$ cat config.mk
export PLATFORM = sky130hd
export DESIGN_NAME = runner_ctrl
export DESIGN_NICKNAME = d
export VERILOG_FILES = /design/src/rtl/runner_ctrl.sv
export SDC_FILE = /design/constraint.sdc
export NUM_CORES = 1
export LEC_CHECK = 0
export CAP_MARGIN = 15
export CORE_MARGIN = 2
export CORE_UTILIZATION = 25
export CTS_CLUSTER_DIAMETER = 120
export DETAILED_ROUTE_END_ITERATION = 10
export GPL_TIMING_DRIVEN = 0
export MAX_ROUTING_LAYER = met4
export SETUP_SLACK_MARGIN = 0.3
export SYNTH_ARGS = -nofsm -noshare
export SYNTH_HDL_FRONTEND = slang
export SYNTH_SLANG_ARGS = --single-unit
export TNS_END_PERCENT = 1
$ cat constraint.sdc
create_clock -name clk -period 6 [get_ports clk]
set_clock_uncertainty 0.2 [all_clocks]
set_input_delay 1.2 -clock clk [delete_from_list [all_inputs] [get_ports clk]]
set_output_delay 1.2 -clock clk [all_outputs]
set_load 0.1 [all_outputs]
$ cat src/rtl/runner_ctrl.sv
// Game-loop controller for the runner: frame tick and timer, game state machine,
// saturating speed ramp, obstacle clear-time gate and crash-restart lockout.
module runner_ctrl #(
    parameter int CLK_PER_FRAME  = 555_555,
    parameter int FPS            = 60,
    parameter int TIMER_W        = 6,
    parameter int SPEED_W        = 15,
    parameter int SPEED_INIT     = 6144,
    parameter int MAX_SPEED      = 13312,
    parameter int ACCEL          = 1,
    parameter int CLEAR_FRAMES   = 180,
    parameter int RESTART_FRAMES = 45
) (
    input  logic               clk,
    input  logic               rst,
    input  logic               jump,
    input  logic               pause,
    input  logic               crash,
    output logic               update,
    output logic [TIMER_W-1:0] timer,
    output logic [1:0]         state,
    output logic               started,
    output logic               restart,
    output logic [SPEED_W-1:0] speed,
    output logic               has_obstacles,
    output logic               rng_load
);

    localparam int FRAME_W = $clog2(CLK_PER_FRAME);
    localparam int CLEAR_W = (CLEAR_FRAMES > 0) ? $clog2(CLEAR_FRAMES + 1) : 1;
    localparam int LOCK_W  = (RESTART_FRAMES > 0) ? $clog2(RESTART_FRAMES + 1) : 1;

    typedef enum logic [1:0] {
        WAITING = 2'd0,
        RUNNING = 2'd1,
        CRASHED = 2'd2,
        PAUSED  = 2'd3
    } state_t;

    state_t              state_q, state_d;
    logic [FRAME_W-1:0]  frame_cnt;
    logic                frame_wrap;
    logic [CLEAR_W-1:0]  clear_cnt, clear_d;
    logic [LOCK_W-1:0]   lock_cnt, lock_d;
    logic                lock_full;
    logic                start_run, accel_frame;
    logic [SPEED_W:0]    speed_sum;
    logic [SPEED_W-1:0]  speed_d;
    logic                has_obs_d, started_d, restart_d, rng_load_d;

    assign frame_wrap = (frame_cnt == FRAME_W'(CLK_PER_FRAME - 1));
    assign lock_full  = (lock_cnt == LOCK_W'(RESTART_FRAMES));
    assign state      = state_q;

    // Free-running frame divider; update lands the cycle after the wrap.
    always_ff @(posedge clk or negedge rst) begin
        if (!rst) begin
            frame_cnt <= '0;
            update    <= 1'b0;
            timer     <= '0;
        end else begin
            // NOTE: sequential state uses non-blocking assignments so every flop samples pre-edge values.
            update <= frame_wrap;
            if (frame_wrap) begin
                frame_cnt <= '0;
                timer     <= (timer == TIMER_W'(FPS - 1)) ? '0 : timer + 1'b1;
            end else begin
                frame_cnt <= frame_cnt + 1'b1;
            end
        end
    end

    always_ff @(posedge clk or negedge rst) begin
        if (!rst) state_q <= WAITING;
        else      state_q <= state_d;
    end

    // Crash out of RUNNING is the only transition not gated by the frame tick.
    always_comb begin
        // NOTE: default assignment first so no path leaves state_d unassigned (no latch).
        state_d = state_q;
        unique case (state_q)
            WAITING: if (update && jump) state_d = RUNNING;
            RUNNING: begin
                if (crash)                 state_d = CRASHED;
                else if (update && pause)  state_d = PAUSED;
            end
            PAUSED:  if (update && !pause) state_d = RUNNING;
            CRASHED: if (update && jump && lock_full) state_d = RUNNING;
            default: state_d = WAITING;
        endcase
    end

    always_comb begin
        start_run   = (state_d == RUNNING) && ((state_q == WAITING) || (state_q == CRASHED));
        accel_frame = (state_q == RUNNING) && (state_d == RUNNING) && update;
        speed_sum   = {1'b0, speed} + (SPEED_W + 1)'(ACCEL);
        speed_d     = speed;
        clear_d     = clear_cnt;
        lock_d      = lock_cnt;
        has_obs_d   = has_obstacles;
        started_d   = started;
        restart_d   = 1'b0;
        rng_load_d  = rng_load;
        if (start_run) begin
            speed_d    = SPEED_W'(SPEED_INIT);
            clear_d    = '0;
            has_obs_d  = 1'b0;
            started_d  = 1'b1;
            restart_d  = 1'b1;
            rng_load_d = 1'b0;
        end else if (accel_frame) begin
            speed_d = (speed_sum > (SPEED_W + 1)'(MAX_SPEED)) ? SPEED_W'(MAX_SPEED)
                                                              : speed_sum[SPEED_W-1:0];
            if (clear_cnt != CLEAR_W'(CLEAR_FRAMES)) clear_d = clear_cnt + 1'b1;
            if (clear_d == CLEAR_W'(CLEAR_FRAMES))   has_obs_d = 1'b1;
        end else if ((state_q == RUNNING) && crash) begin
            lock_d = '0;
        end else if ((state_q == CRASHED) && update && !lock_full) begin
            lock_d = lock_cnt + 1'b1;
        end
    end

    always_ff @(posedge clk or negedge rst) begin
        if (!rst) begin
            speed         <= '0;
            clear_cnt     <= '0;
            lock_cnt      <= '0;
            has_obstacles <= 1'b0;
            started       <= 1'b0;
            restart       <= 1'b0;
            rng_load      <= 1'b1;
        end else begin
            speed         <= speed_d;
            clear_cnt     <= clear_d;
            lock_cnt      <= lock_d;
            has_obstacles <= has_obs_d;
            started       <= started_d;
            restart       <= restart_d;
            rng_load      <= rng_load_d;
        end
    end

endmodule

==> results of run 1 <==
-- area by class of cell --
cell class,count,area (µm²),area share [%]
plain buffers,15,80.1,1.85
repair buffers,32,318,7.34
inverters,9,33.8,0.780
multi-input cells,284,1840,42.5
flip-flops and latches,62,1550,35.9
well taps,180,225,5.20
clock buffers,13,260,6.01
clock inverters,3,20.0,0.462
-- worst paths after layout --
kind	start	cells past startpoint	to
max in group asynchronous	rst	1	speed[2]
min	started	1	started
max	jump	8	clear_cnt[4]
min in group asynchronous	rst	1	speed[7]
min reg2reg	started	1	started
max reg2reg	speed[1]	9	speed[5]
-- per-layer routing --
metal  vias up  wire (µm)
met5         -          0
met4         0         77
met3         7        374
met2        70       3660
met1      1398       3500
li1       1416          -
-- synth_stat cells (3+ instances only) --
master and n:
sky130_fd_sc_hd__dfrtp_1 61, sky130_fd_sc_hd__nor2_1 49, sky130_fd_sc_hd__nand2_1 31, sky130_fd_sc_hd__nand3_1 25, sky130_fd_sc_hd__o21ai_0 25, sky130_fd_sc_hd__xor2_1 12, sky130_fd_sc_hd__xnor2_1 11, sky130_fd_sc_hd__clkbuf_1 10
sky130_fd_sc_hd__a21oi_1 9, sky130_fd_sc_hd__and3_1 9, sky130_fd_sc_hd__ha_1 9, sky130_fd_sc_hd__inv_1 9, sky130_fd_sc_hd__nand2b_1 8, sky130_fd_sc_hd__nand4_1 8, sky130_fd_sc_hd__nor3_1 7, sky130_fd_sc_hd__mux2_2 6
sky130_fd_sc_hd__nor4_1 6, sky130_fd_sc_hd__and2_1 5, sky130_fd_sc_hd__nor3b_1 5, sky130_fd_sc_hd__o31ai_1 5, sky130_fd_sc_hd__a21o_1 4, sky130_fd_sc_hd__a221o_1 4, sky130_fd_sc_hd__a22o_1 4, sky130_fd_sc_hd__or3_1 4
sky130_fd_sc_hd__a211oi_2 3, sky130_fd_sc_hd__mux2i_1 3
-- through the flow --
step / setup slack (ns) / instances / instance area (µm²) / power, W / utilization, %
2_1_floorplan: 2.52 / 370 / 3510 / 0.000426 / -
5_1_grt: 2.19 / 598 / 4330 / 0.000947 / 31.4
3_5_place_dp: 2.09 / 582 / 4050 / 0.000438 / 29.4
4_1_cts: 2.43 / 598 / 4330 / 0.000928 / 31.4
6_report: 2.40 / 598 / 4330 / 0.000910 / 31.4
3_3_place_gp: 1.48 / 582 / 4050 / 0.000438 / 29.4
-- cell families after synthesis --
group           after synthesis
mux                          10
simple gates                172
xor+xnor                     23
compound gates               70
buf+inv                      24
fa+ha+maj                     9
flops                        62
-- state kept, by name, indices dropped and copies added, names as in the netlist --
| signal | count |
|---|---|
| frame_cnt | 20 |
| speed | 15 |
| clear_cnt | 8 |
| lock_cnt | 6 |
| timer | 6 |
| state | 2 |
| has_obstacles | 1 |
| restart | 1 |
| rng_load | 1 |
| started | 1 |
| update | 1 |
-- critical path, delay by kind of cell --
kind,cells,cell delay [ns]
and+or+nand+nor,3,1.00
buffers and inverters,3,1.13
AOI/OAI and AO/OA,2,0.29
-- where the power goes --
part / internal, W / leakage (nW) / switching (W)
Clock: 0.000301 / 0.132 / 0.000179
Sequential: 0.000419 / 0.833 / 0
Combinational: 0.00000241 / 0.836 / 0.00000844
Total: 0.000722 / 1.80 / 0.000188
==> reports/qor.yml, run 1 <==
worst_setup_path:
  cpMaxStageDelayCell: "sky130_fd_sc_hd__nor2_1"
  critPathLaunchType: "input port"
  crit_arrival_ns: 3.62
  cp_cell_sequence: "clkdlybuf4s50_1 -> and3_1 -> nand2b_1 -> inv_1 -> nor2_1 -> clkbuf_1 -> o21ai_0 -> o31ai_1"
  required_ns: 6.02
  path_class: "in2reg"
  r2r_setup_slack_ns: 2.78
  setup.worst_path.end_class: "flop"
  critPathMaxFanout: 10
  crit_path_largest_cell_delay_ns: 0.54
synth:
  synth.yosys.seq_area_share_pct: 44.3
  post_synth_main_area_contributors: "sky130_fd_sc_hd__dfrtp_1 (44%), sky130_fd_sc_hd__nor2_1 (5.2%), sky130_fd_sc_hd__nand3_1 (3.6%)"
  synth.avg_cell_area_um2: 9.48
  post_synth_inst_count: 370
  synth_edf_count: 0
  synth_xor_area_share_pct: 5.74
  yosysTopAreaCell: "sky130_fd_sc_hd__dfrtp_1"
  synth.distinct_cells: 55
  postSynthRegisterBits: 62
  synth_mux_area_share_pct: 3.21
  synth-adder-area-share_pct: 3.21
  synth_largest_type_area_fraction_pct: 43.5
  syn-cell-area_um2: 3510
  asyncSetResetFlopFracSynth_pct: 100
  synth-simple-area-share_pct: 26.1
  ys_warn_count: 0
  total_nets_after_synthesis: 384
  synth_top_family_by_area: "simple AND/OR/NAND/NOR gates"
  yosys_most_used_dff: "sky130_fd_sc_hd__dfrtp_1"
  compound_gate_portion_of_the_synthesized_area_pct: 14.2
cells_and_area:
  area_delta_synth_final_pct: 23.5
  filler_cell_count: 1454
  fraction_of_layout_cells_with_a_size_suffix_above_1_pct: 10.0
  nets: 427
  num_antenna_cells: 0
  most_common_library_cell_in_the_layout_ignoring_fill_and_taps: "sky130_fd_sc_hd__dfrtp_1"
  most-common-layout-cells: "sky130_fd_sc_hd__dfrtp_1 (61), sky130_fd_sc_hd__nor2_1 (49), sky130_fd_sc_hd__nand2_1 (31), sky130_fd_sc_hd__clkdlybuf4s50_1 (31)"
grt:
  grt_util_all_layers_pct: 11.6
  antenna_found_initial: 0
  grt_pass1_vias: 2875
  grt_remaining_overflow: 0
  grt_start_max_net_pins: 63
  grt_first_pass_wirelength_um: 13600
  global_routing_usage_on_met1_pct: 14.2
  met3_usage_pct: 3.95
  groute.layer.met2.usage_pct: 18.3
  globalRoute.busiestLayer: "met2"
route:
  drt_pre_antenna_iters: 4
  post_drt_via_cell_ratio: 4.83
  detail-route-antenna-nets: 0
  routed_wire_length_per_instance_um: 12.7
  first_drt_iteration_drcs: 208
  number_of_remaining_drc_errors: 0
  via_count: 2891
  wl_um: 7610
placed_design:
  gp_routability_congestion: 0.831
  port-buffer-count: 32
  detailed_place_hpwl_um: 5360
timing:
  fin_setup_tns_ns: 0
  max_freq_mhz: 278
  rsz_0062_raised_after_global_routing: "false"
  final-hold-violation-count: 0
  setup_violation_total_in_the_final_timing_report: 0
  finalCritPeriodShare_pct: 60.0
  tightest_pin_transition_ns: 0.987
  worst_hold_slack_ns: 0.265
  final_period_minus_worst_setup_slack_ns: 3.60
  worst_slew_margin_rel_pct: 34.0
  max_transition_viols_final: 0
clock_network:
  numClockSinks: 62
  postCtsHoldBufs: 0
  clk_path_buf_depth: 2
  clock_tree_from_tritoncts: "yes"
  insertion_delay_ns: 0.33
  cts-buffers-inserted: 9
  cts-root-buf: "sky130_fd_sc_hd__clkbuf_16"
  cts_resized: 0
  clock_tree.htree_level_count: 3
  count_of_buffers_added_by_post_cts_timing_repair_for_setup: 0
  clkTransAtPathRegs_ns: 0.05
status:
  run_status: "completed"
power:
  vdd_ir_drop_max_uv: 130
  pwr_density_cell_nw_per_um2: 210
  cellLeakagePower_nw: 1.80
die:
  coreArea_um2: 13800
  die-width_um: 122
  die_h_um: 122
  floorplan.rows: 43
  num_ports: 33
  die-area_um2: 15000
  floorplan.initialDensity_pct: 25.5
run:
  max_capacitance_violation_count: 0
worst_hold_path:
  holdCritPathClass: "reg2reg"
No activity file was read; power rests on OpenSTA's default activity.
==> run 2, diff against run 1 <==
Clock period 6 ns to 3.6 ns, I/O delays scaled along.
==> reports/qor.yml, run 2 (synthesized netlist as in run 1, its figures left out) <==
route:
  number_of_remaining_drc_errors: 0  # unchanged
  wl_um: 7810  # was 7610 µm
  first_drt_iteration_drcs: 144  # was 208
  via_count: 2867  # was 2891
  post_drt_via_cell_ratio: 4.79  # was 4.83
  detail-route-antenna-nets: 0  # unchanged
  routed_wire_length_per_instance_um: 13.1  # was 12.7 µm
  drt_pre_antenna_iters: 4  # unchanged
worst_hold_path:
  holdCritPathClass: "in2async"  # was reg2reg
clock_network:
  clkTransAtPathRegs_ns: 0.05  # about the same
  postCtsHoldBufs: 0  # unchanged
  clock_tree.htree_level_count: 3  # unchanged
  cts-root-buf: "sky130_fd_sc_hd__clkbuf_16"  # unchanged
  numClockSinks: 62  # unchanged
  clk_path_buf_depth: 2  # unchanged
  insertion_delay_ns: 0.33  # about the same
  cts-buffers-inserted: 9  # unchanged
  clock_tree_from_tritoncts: "yes"  # unchanged
power:
  pwr_density_cell_nw_per_um2: 383  # was 210 nW/µm²
  cellLeakagePower_nw: 1.82  # was 1.80 nW
  vdd_ir_drop_max_uv: 229  # was 130 µV
  total_power_w: 0.00168  # was 0.000910 W
worst_setup_path:
  crit_arrival_ns: 3.17  # was 3.62 ns
  critical_path.most_common_cell: "sky130_fd_sc_hd__nor3_1"
  critPathMaxFanout: 10  # unchanged
  cp_cell_sequence: "ha_1 -> nand3_1 -> nor3_1 -> mux2_2 -> nor3_1 -> o41a_1 -> buf_6 -> nor2_8 -> a221o_1"  # was clkdlybuf4s50_1 -> and3_1 -> nand2b_1 -> inv_1 -> nor2_1 -> clkbuf_1 -> o21ai_0 -> o31ai_1
  required_ns: 3.61  # was 6.02 ns
  path_class: "reg2reg"  # was in2reg
  crit_path_largest_cell_delay_ns: 0.45  # was 0.54 ns
  critPathLaunchType: "flop"  # was input port
  cpMaxStageDelayCell: "sky130_fd_sc_hd__nor3_1"  # was sky130_fd_sc_hd__nor2_1
  cp.buffers_inverters: 1  # was 3
  setup.worst_path.end_class: "flop"  # unchanged
  critical_path.top_delay_family: "simple AND/OR/NAND/NOR gates"  # was buffers and inverters
grt:
  grt_remaining_overflow: 0  # unchanged
  globalRoute.busiestLayer: "met2"  # unchanged
  antenna_found_initial: 0  # unchanged
  groute.layer.met2.usage_pct: 18.1  # was 18.3%
  met3_usage_pct: 3.30  # was 3.95%
  grt_start_max_net_pins: 63  # unchanged
  grt_util_all_layers_pct: 11.6  # about the same
  global_routing_usage_on_met1_pct: 14.2  # about the same
  grt_first_pass_wirelength_um: 13300  # was 13600 µm
  grt_pass1_vias: 2809  # was 2875
timing:
  fin_setup_tns_ns: 0  # unchanged
  layout_setup_ws_ns: 0.438  # was 2.40 ns
  max_freq_mhz: 316
  tightest_pin_transition_ns: 1.00  # was 0.987 ns
  final_period_minus_worst_setup_slack_ns: 3.16
  setup_violation_total_in_the_final_timing_report: 0  # unchanged
  max_transition_viols_final: 0  # unchanged
  finalCritPeriodShare_pct: 87.8
  rsz_0062_raised_after_global_routing: "false"  # unchanged
  final-hold-violation-count: 0  # unchanged
  worst_slew_margin_rel_pct: 33.1  # was 34.0%
cells_and_area:
  biggest_regs: "frame_cnt x20, speed x15, clear_cnt x8"  # unchanged
  num_antenna_cells: 0  # unchanged
  registers.top_by_ff_count: "frame_cnt"  # unchanged
  most-common-layout-cells: "sky130_fd_sc_hd__dfrtp_1 (53), sky130_fd_sc_hd__nor2_1 (48), sky130_fd_sc_hd__nand2_1 (31), sky130_fd_sc_hd__clkdlybuf4s50_1 (31)"  # was sky130_fd_sc_hd__dfrtp_1 (61), sky130_fd_sc_hd__nor2_1 (49), sky130_fd_sc_hd__nand2_1 (31), sky130_fd_sc_hd__clkdlybuf4s50_1 (31)
  fraction_of_layout_cells_with_a_size_suffix_above_1_pct: 12.4  # was 10.0%
  most_common_library_cell_in_the_layout_ignoring_fill_and_taps: "sky130_fd_sc_hd__dfrtp_1"  # unchanged
  nets: 427  # unchanged
  largest_register_ff_count: 20  # unchanged
  area_delta_synth_final_pct: 25.4  # was 23.5%
placed_design:
  port-buffer-count: 32  # unchanged
  detailed_place_hpwl_um: 5500  # was 5360 µm
  pre_cts_slack_ns: 0.0731  # was 2.09 ns
  gp_routability_congestion: 0.802  # was 0.831
die:
  floorplan.rows: 43  # unchanged
  coreArea_um2: 13800  # unchanged
  die-width_um: 122  # unchanged
  floorplan.initialDensity_pct: 25.5  # unchanged
  die_h_um: 122  # unchanged
  die-area_um2: 15000  # unchanged
  num_ports: 33  # unchanged
run:
  max_capacitance_violation_count: 0  # unchanged
status:
  run_status: "completed"  # unchanged
run 2: final timing paths:
path	to	cells after the start	start	slack [ns]
max	speed[4]	9	speed[1]	0.44
min	speed[6]	1	rst	0.27
max reg2reg	speed[4]	9	speed[1]	0.44
min reg2reg	started	1	started	0.27
max in group asynchronous	speed[0]	1	rst	2.39
min in group clk	started	1	started	0.27
run 2: through the flow:
stage	util, %	hold WS [ns]	cell area, µm²	instances
after floorplan	-	0.224	3520	370
after global placement	29.5	0.260	4060	582
after detailed placement	29.5	0.263	4060	582
after CTS	31.9	0.275	4400	598
after global routing	31.9	0.297	4400	598
final	31.9	0.271	4400	598
run 2: final cells by class:
class,count,area [µm²]
clock buffer,13,270
clock inverter,3,65.1
sequential,62,1560
fill,1454,9380
buffer,15,80.1
tap,180,225
timing repair buffer,32,318
multi-input combinational,284,1840
inverter,9,33.8
run 2: timing repair:
item / CTS / global route
setup buffers: 0 / 0
gates resized for setup: 0 / 1
setup endpoints to repair: 0 / 10
run 2: power breakdown:
group          switching (W)  internal [W]  leakage, nW
clock network       0.000305      0.000661        0.166
logic              0.0000142    0.00000403        0.837
registers                  0      0.000698        0.819
run 2: per-layer routing:
layer / vias up / wire length (µm) / share of wire (%)
met5: - / 0 / 0
met2: 47 / 3710 / 47
li1: 1418 / - / -
met4: 0 / 76 / 0.97
met1: 1396 / 3710 / 48
met3: 6 / 313 / 4.0
==> run 3, diff against run 2 <==
Settings changed: ABC_AREA from default to 1, SETUP_SLACK_MARGIN 0.3 to default.
==> reports/qor.yml, run 3 <==
status:
  run_status: "completed"  # unchanged
synth:
  total_nets_after_synthesis: 492  # was 384
  asyncSetResetFlopFracSynth_pct: 100  # unchanged
  synth.avg_cell_area_um2: 7.84  # was 9.48 µm²
  synth_most_common_cell: "sky130_fd_sc_hd__nand2_1"  # was sky130_fd_sc_hd__dfrtp_1
  yosysTopAreaCell: "sky130_fd_sc_hd__dfrtp_1"  # unchanged
  postSynthRegisterBits: 62  # unchanged
  yosys_most_used_dff: "sky130_fd_sc_hd__dfrtp_1"  # unchanged
  syn-cell-area_um2: 3750  # was 3510 µm²
  synth_largest_type_area_fraction_pct: 40.7  # was 43.5%
  synth_edf_count: 0  # unchanged
  ys_warn_count: 0  # unchanged
  synth.top_cells.by_count: "sky130_fd_sc_hd__nand2_1 (110), sky130_fd_sc_hd__inv_1 (68), sky130_fd_sc_hd__dfrtp_1 (61)"  # was sky130_fd_sc_hd__dfrtp_1 (61), sky130_fd_sc_hd__nor2_1 (49), sky130_fd_sc_hd__nand2_1 (31)
  post_synth_main_area_contributors: "sky130_fd_sc_hd__dfrtp_1 (41%), sky130_fd_sc_hd__nand2_1 (11%), sky130_fd_sc_hd__inv_1 (6.8%)"  # was sky130_fd_sc_hd__dfrtp_1 (44%), sky130_fd_sc_hd__nor2_1 (5.2%), sky130_fd_sc_hd__nand3_1 (3.6%)
  synth.distinct_cells: 42  # was 55
  post_synth_inst_count: 478  # was 370
  synth.yosys.seq_area_share_pct: 41.4  # was 44.3%
grt:
  grt_first_pass_wirelength_um: 14800  # was 13300 µm
  grt_remaining_overflow: 0  # unchanged
  grt_start_max_net_pins: 63  # unchanged
  grt_pass1_vias: 3242  # was 2809
  grt_util_all_layers_pct: 11.5  # was 11.6%
  antenna_found_initial: 0  # unchanged
route:
  via_count: 3171  # was 2867
  detail-route-antenna-nets: 0  # unchanged
  drt_pre_antenna_iters: 5  # was 4
  routed_wire_length_per_instance_um: 11.8  # was 13.1 µm
  post_drt_via_cell_ratio: 4.47  # was 4.79
  wl_um: 8350  # was 7810 µm
  first_drt_iteration_drcs: 156  # was 144
  number_of_remaining_drc_errors: 0  # unchanged
die:
  floorplan.initialDensity_pct: 25.7  # was 25.5%
  floorplan.rows: 44  # was 43
  num_ports: 33  # unchanged
  coreArea_um2: 14600  # was 13800 µm²
  die-area_um2: 16000  # was 15000 µm²
  die-width_um: 126  # was 122 µm
  die_h_um: 126  # was 122 µm
cells_and_area:
  largest_register_ff_count: 20  # unchanged
  final-instance-count-excl-fill: 710  # was 598
  area_delta_synth_final_pct: 22.7  # was 25.4%
  biggest_regs: "frame_cnt x20, speed x15, clear_cnt x8"  # unchanged
  num_antenna_cells: 0  # unchanged
  registers.top_by_ff_count: "frame_cnt"  # unchanged
  finish.instance_area_um2: 4600  # was 4400 µm²
  most-common-layout-cells: "sky130_fd_sc_hd__nand2_1 (110), sky130_fd_sc_hd__inv_1 (68), sky130_fd_sc_hd__dfrtp_1 (61), sky130_fd_sc_hd__nor2_1 (48), sky130_fd_sc_hd__nand3_1 (34)"  # was sky130_fd_sc_hd__dfrtp_1 (53), sky130_fd_sc_hd__nor2_1 (48), sky130_fd_sc_hd__nand2_1 (31), sky130_fd_sc_hd__clkdlybuf4s50_1 (31)
  filler_cell_count: 1530  # was 1454
  fraction_of_layout_cells_with_a_size_suffix_above_1_pct: 12.7  # was 12.4%
  nets: 535  # was 427
  most_common_library_cell_in_the_layout_ignoring_fill_and_taps: "sky130_fd_sc_hd__nand2_1"  # was sky130_fd_sc_hd__dfrtp_1
worst_setup_path:
  cpMaxStageDelayCell: "sky130_fd_sc_hd__clkdlybuf4s50_1"  # was sky130_fd_sc_hd__nor3_1
  cp.buffers_inverters: 1  # unchanged
  required_ns: 2.68  # was 3.61 ns
  critical_path.top_delay_family: "buffers and inverters"  # was simple AND/OR/NAND/NOR gates
  crit_arrival_ns: 2.11  # was 3.17 ns
  critPathLaunchType: "flop"  # unchanged
  path_class: "reg2out"  # was reg2reg
  crit_path_largest_cell_delay_ns: 1.21  # was 0.45 ns
  cp_cell_sequence: "clkdlybuf4s50_1"  # was ha_1 -> nand3_1 -> nor3_1 -> mux2_2 -> nor3_1 -> o41a_1 -> buf_6 -> nor2_8 -> a221o_1
  critPathMaxFanout: 10  # unchanged
  setup.worst_path.end_class: "primary output"  # was flop
  worstSetupPathDepth: 1  # was 9
  timing.reg2reg.worst_path_depth: 10  # was 9
clock_network:
  cts_resized: 0  # unchanged
  clock_tree.htree_level_count: 3  # unchanged
  cts-buffers-inserted: 9  # unchanged
  count_of_buffers_added_by_post_cts_timing_repair_for_setup: 0  # unchanged
  clock_tree_from_tritoncts: "yes"  # unchanged
  insertion_delay_ns: 0.33  # about the same
  postCtsHoldBufs: 0  # unchanged
  cts-root-buf: "sky130_fd_sc_hd__clkbuf_16"  # unchanged
  clk_path_buf_depth: 2  # unchanged
  numClockSinks: 62  # unchanged
  clkTransAtPathRegs_ns: 0.06  # was 0.05 ns
power:
  power_switching_w: 0.000324  # was 0.000320 W
  pwr-share-clk_pct: 54.2  # was 57.5%
  cellLeakagePower_nw: 2.15  # was 1.82 nW
  power_frac_seq_pct: 43.8  # was 41.5%
  comb_power_share_pct: 2.0  # was 1.1%
  vdd_ir_drop_max_uv: 246  # was 229 µV
  power_switching_share_pct: 20.2  # was 19.0%
  pwr_density_cell_nw_per_um2: 349  # was 383 nW/µm²
  pint_w: 0.00128  # was 0.00136 W
timing:
  rsz_0062_raised_after_global_routing: "false"  # unchanged
  worst_slew_margin_rel_pct: 34.2  # was 33.1%
  max_transition_viols_final: 0  # unchanged
  max_freq_mhz: 330  # was 316 MHz
  final_period_minus_worst_setup_slack_ns: 3.03  # was 3.16 ns
  layout_setup_ws_ns: 0.571  # was 0.438 ns
  fin_setup_tns_ns: 0  # unchanged
  finalCritPeriodShare_pct: 84.2  # was 87.8%
  setup_violation_total_in_the_final_timing_report: 0  # unchanged
  worst_hold_slack_ns: 0.254  # was 0.271 ns
  final-hold-violation-count: 0  # unchanged
  tightest_pin_transition_ns: 0.984  # was 1.00 ns
placed_design:
  place_area_um2: 4300  # was 4060 µm²
  gp_routability_congestion: 0.848  # was 0.802
  placed_cells: 694  # was 582
  detailed_place_hpwl_um: 6020  # was 5500 µm
  pre_cts_slack_ns: 0.907  # was 0.0731 ns
  port-buffer-count: 32  # unchanged
worst_hold_path:
  holdCritPathClass: "reg2reg"  # was in2async
  min_delay_path_depth: 2
run:
  max_capacitance_violation_count: 0  # unchanged
-- run 3: routing by layer --
metal | vias to the layer above | global-route usage (%) | routed length [µm]
met5 | - | - | 0
met4 | 0 | 2.91 | 97
met3 | 9 | 3.84 | 416
met2 | 65 | 18.3 | 3950
met1 | 1473 | 14.0 | 3890
li1 | 1624 | - | -
-- run 3: area by class of cell --
class | count | area (µm²) | share of cell area, %
repair buffers | 32 | 318 | 6.91
plain buffers | 6 | 52.6 | 1.14
inverters | 74 | 284 | 6.17
multi-input cells | 336 | 1860 | 40.4
well taps | 184 | 230 | 5.00
clock inverters | 3 | 42.5 | 0.925
clock buffers | 13 | 260 | 5.66
flip-flops and latches | 62 | 1550 | 33.8
-- run 3: worst paths after layout --
check / startpoint / slack, ns / to
worst min-delay path: rng_load / 0.25 / rng_load
worst max register to register: speed[0] / 1.16 / speed[12]
min in group asynchronous: rst / 0.28 / speed[9]
max in group asynchronous: rst / 2.40 / lock_cnt[0]
worst max-delay path: speed[0] / 0.57 / speed[0]
worst min register to register: rng_load / 0.25 / rng_load
-- run 3: power by group through the flow --
stage               registers, W    logic, W  clock network [W]
global placement        0.000715   0.0000330                  0
finish                  0.000704   0.0000318           0.000870
global route            0.000703   0.0000375           0.000934
CTS                     0.000703   0.0000338           0.000899
floorplan               0.000719  0.00000797                  0
detailed placement      0.000715   0.0000337                  0
-- run 3: stage by stage --
step | total power [W] | util [%]
after floorplan | 0.000727 | -
after global placement | 0.000749 | 29.5
after detailed placement | 0.000749 | 29.5
after CTS | 0.00164 | 31.5
after global routing | 0.00167 | 31.5
final | 0.00161 | 31.5
-- run 3: kinds of logic (layout without fill, tap and decap cells) --
logic type      Yosys count  count (layout)  share of synthesized area (%)
compound gates           44              44                           7.61
xor+xnor                 20              20                           4.87
fa+ha+maj                 9               9                           3.00
buf+inv                  80             128                           8.98
flops                    62              62                           41.4
simple gates            263             263                           34.1
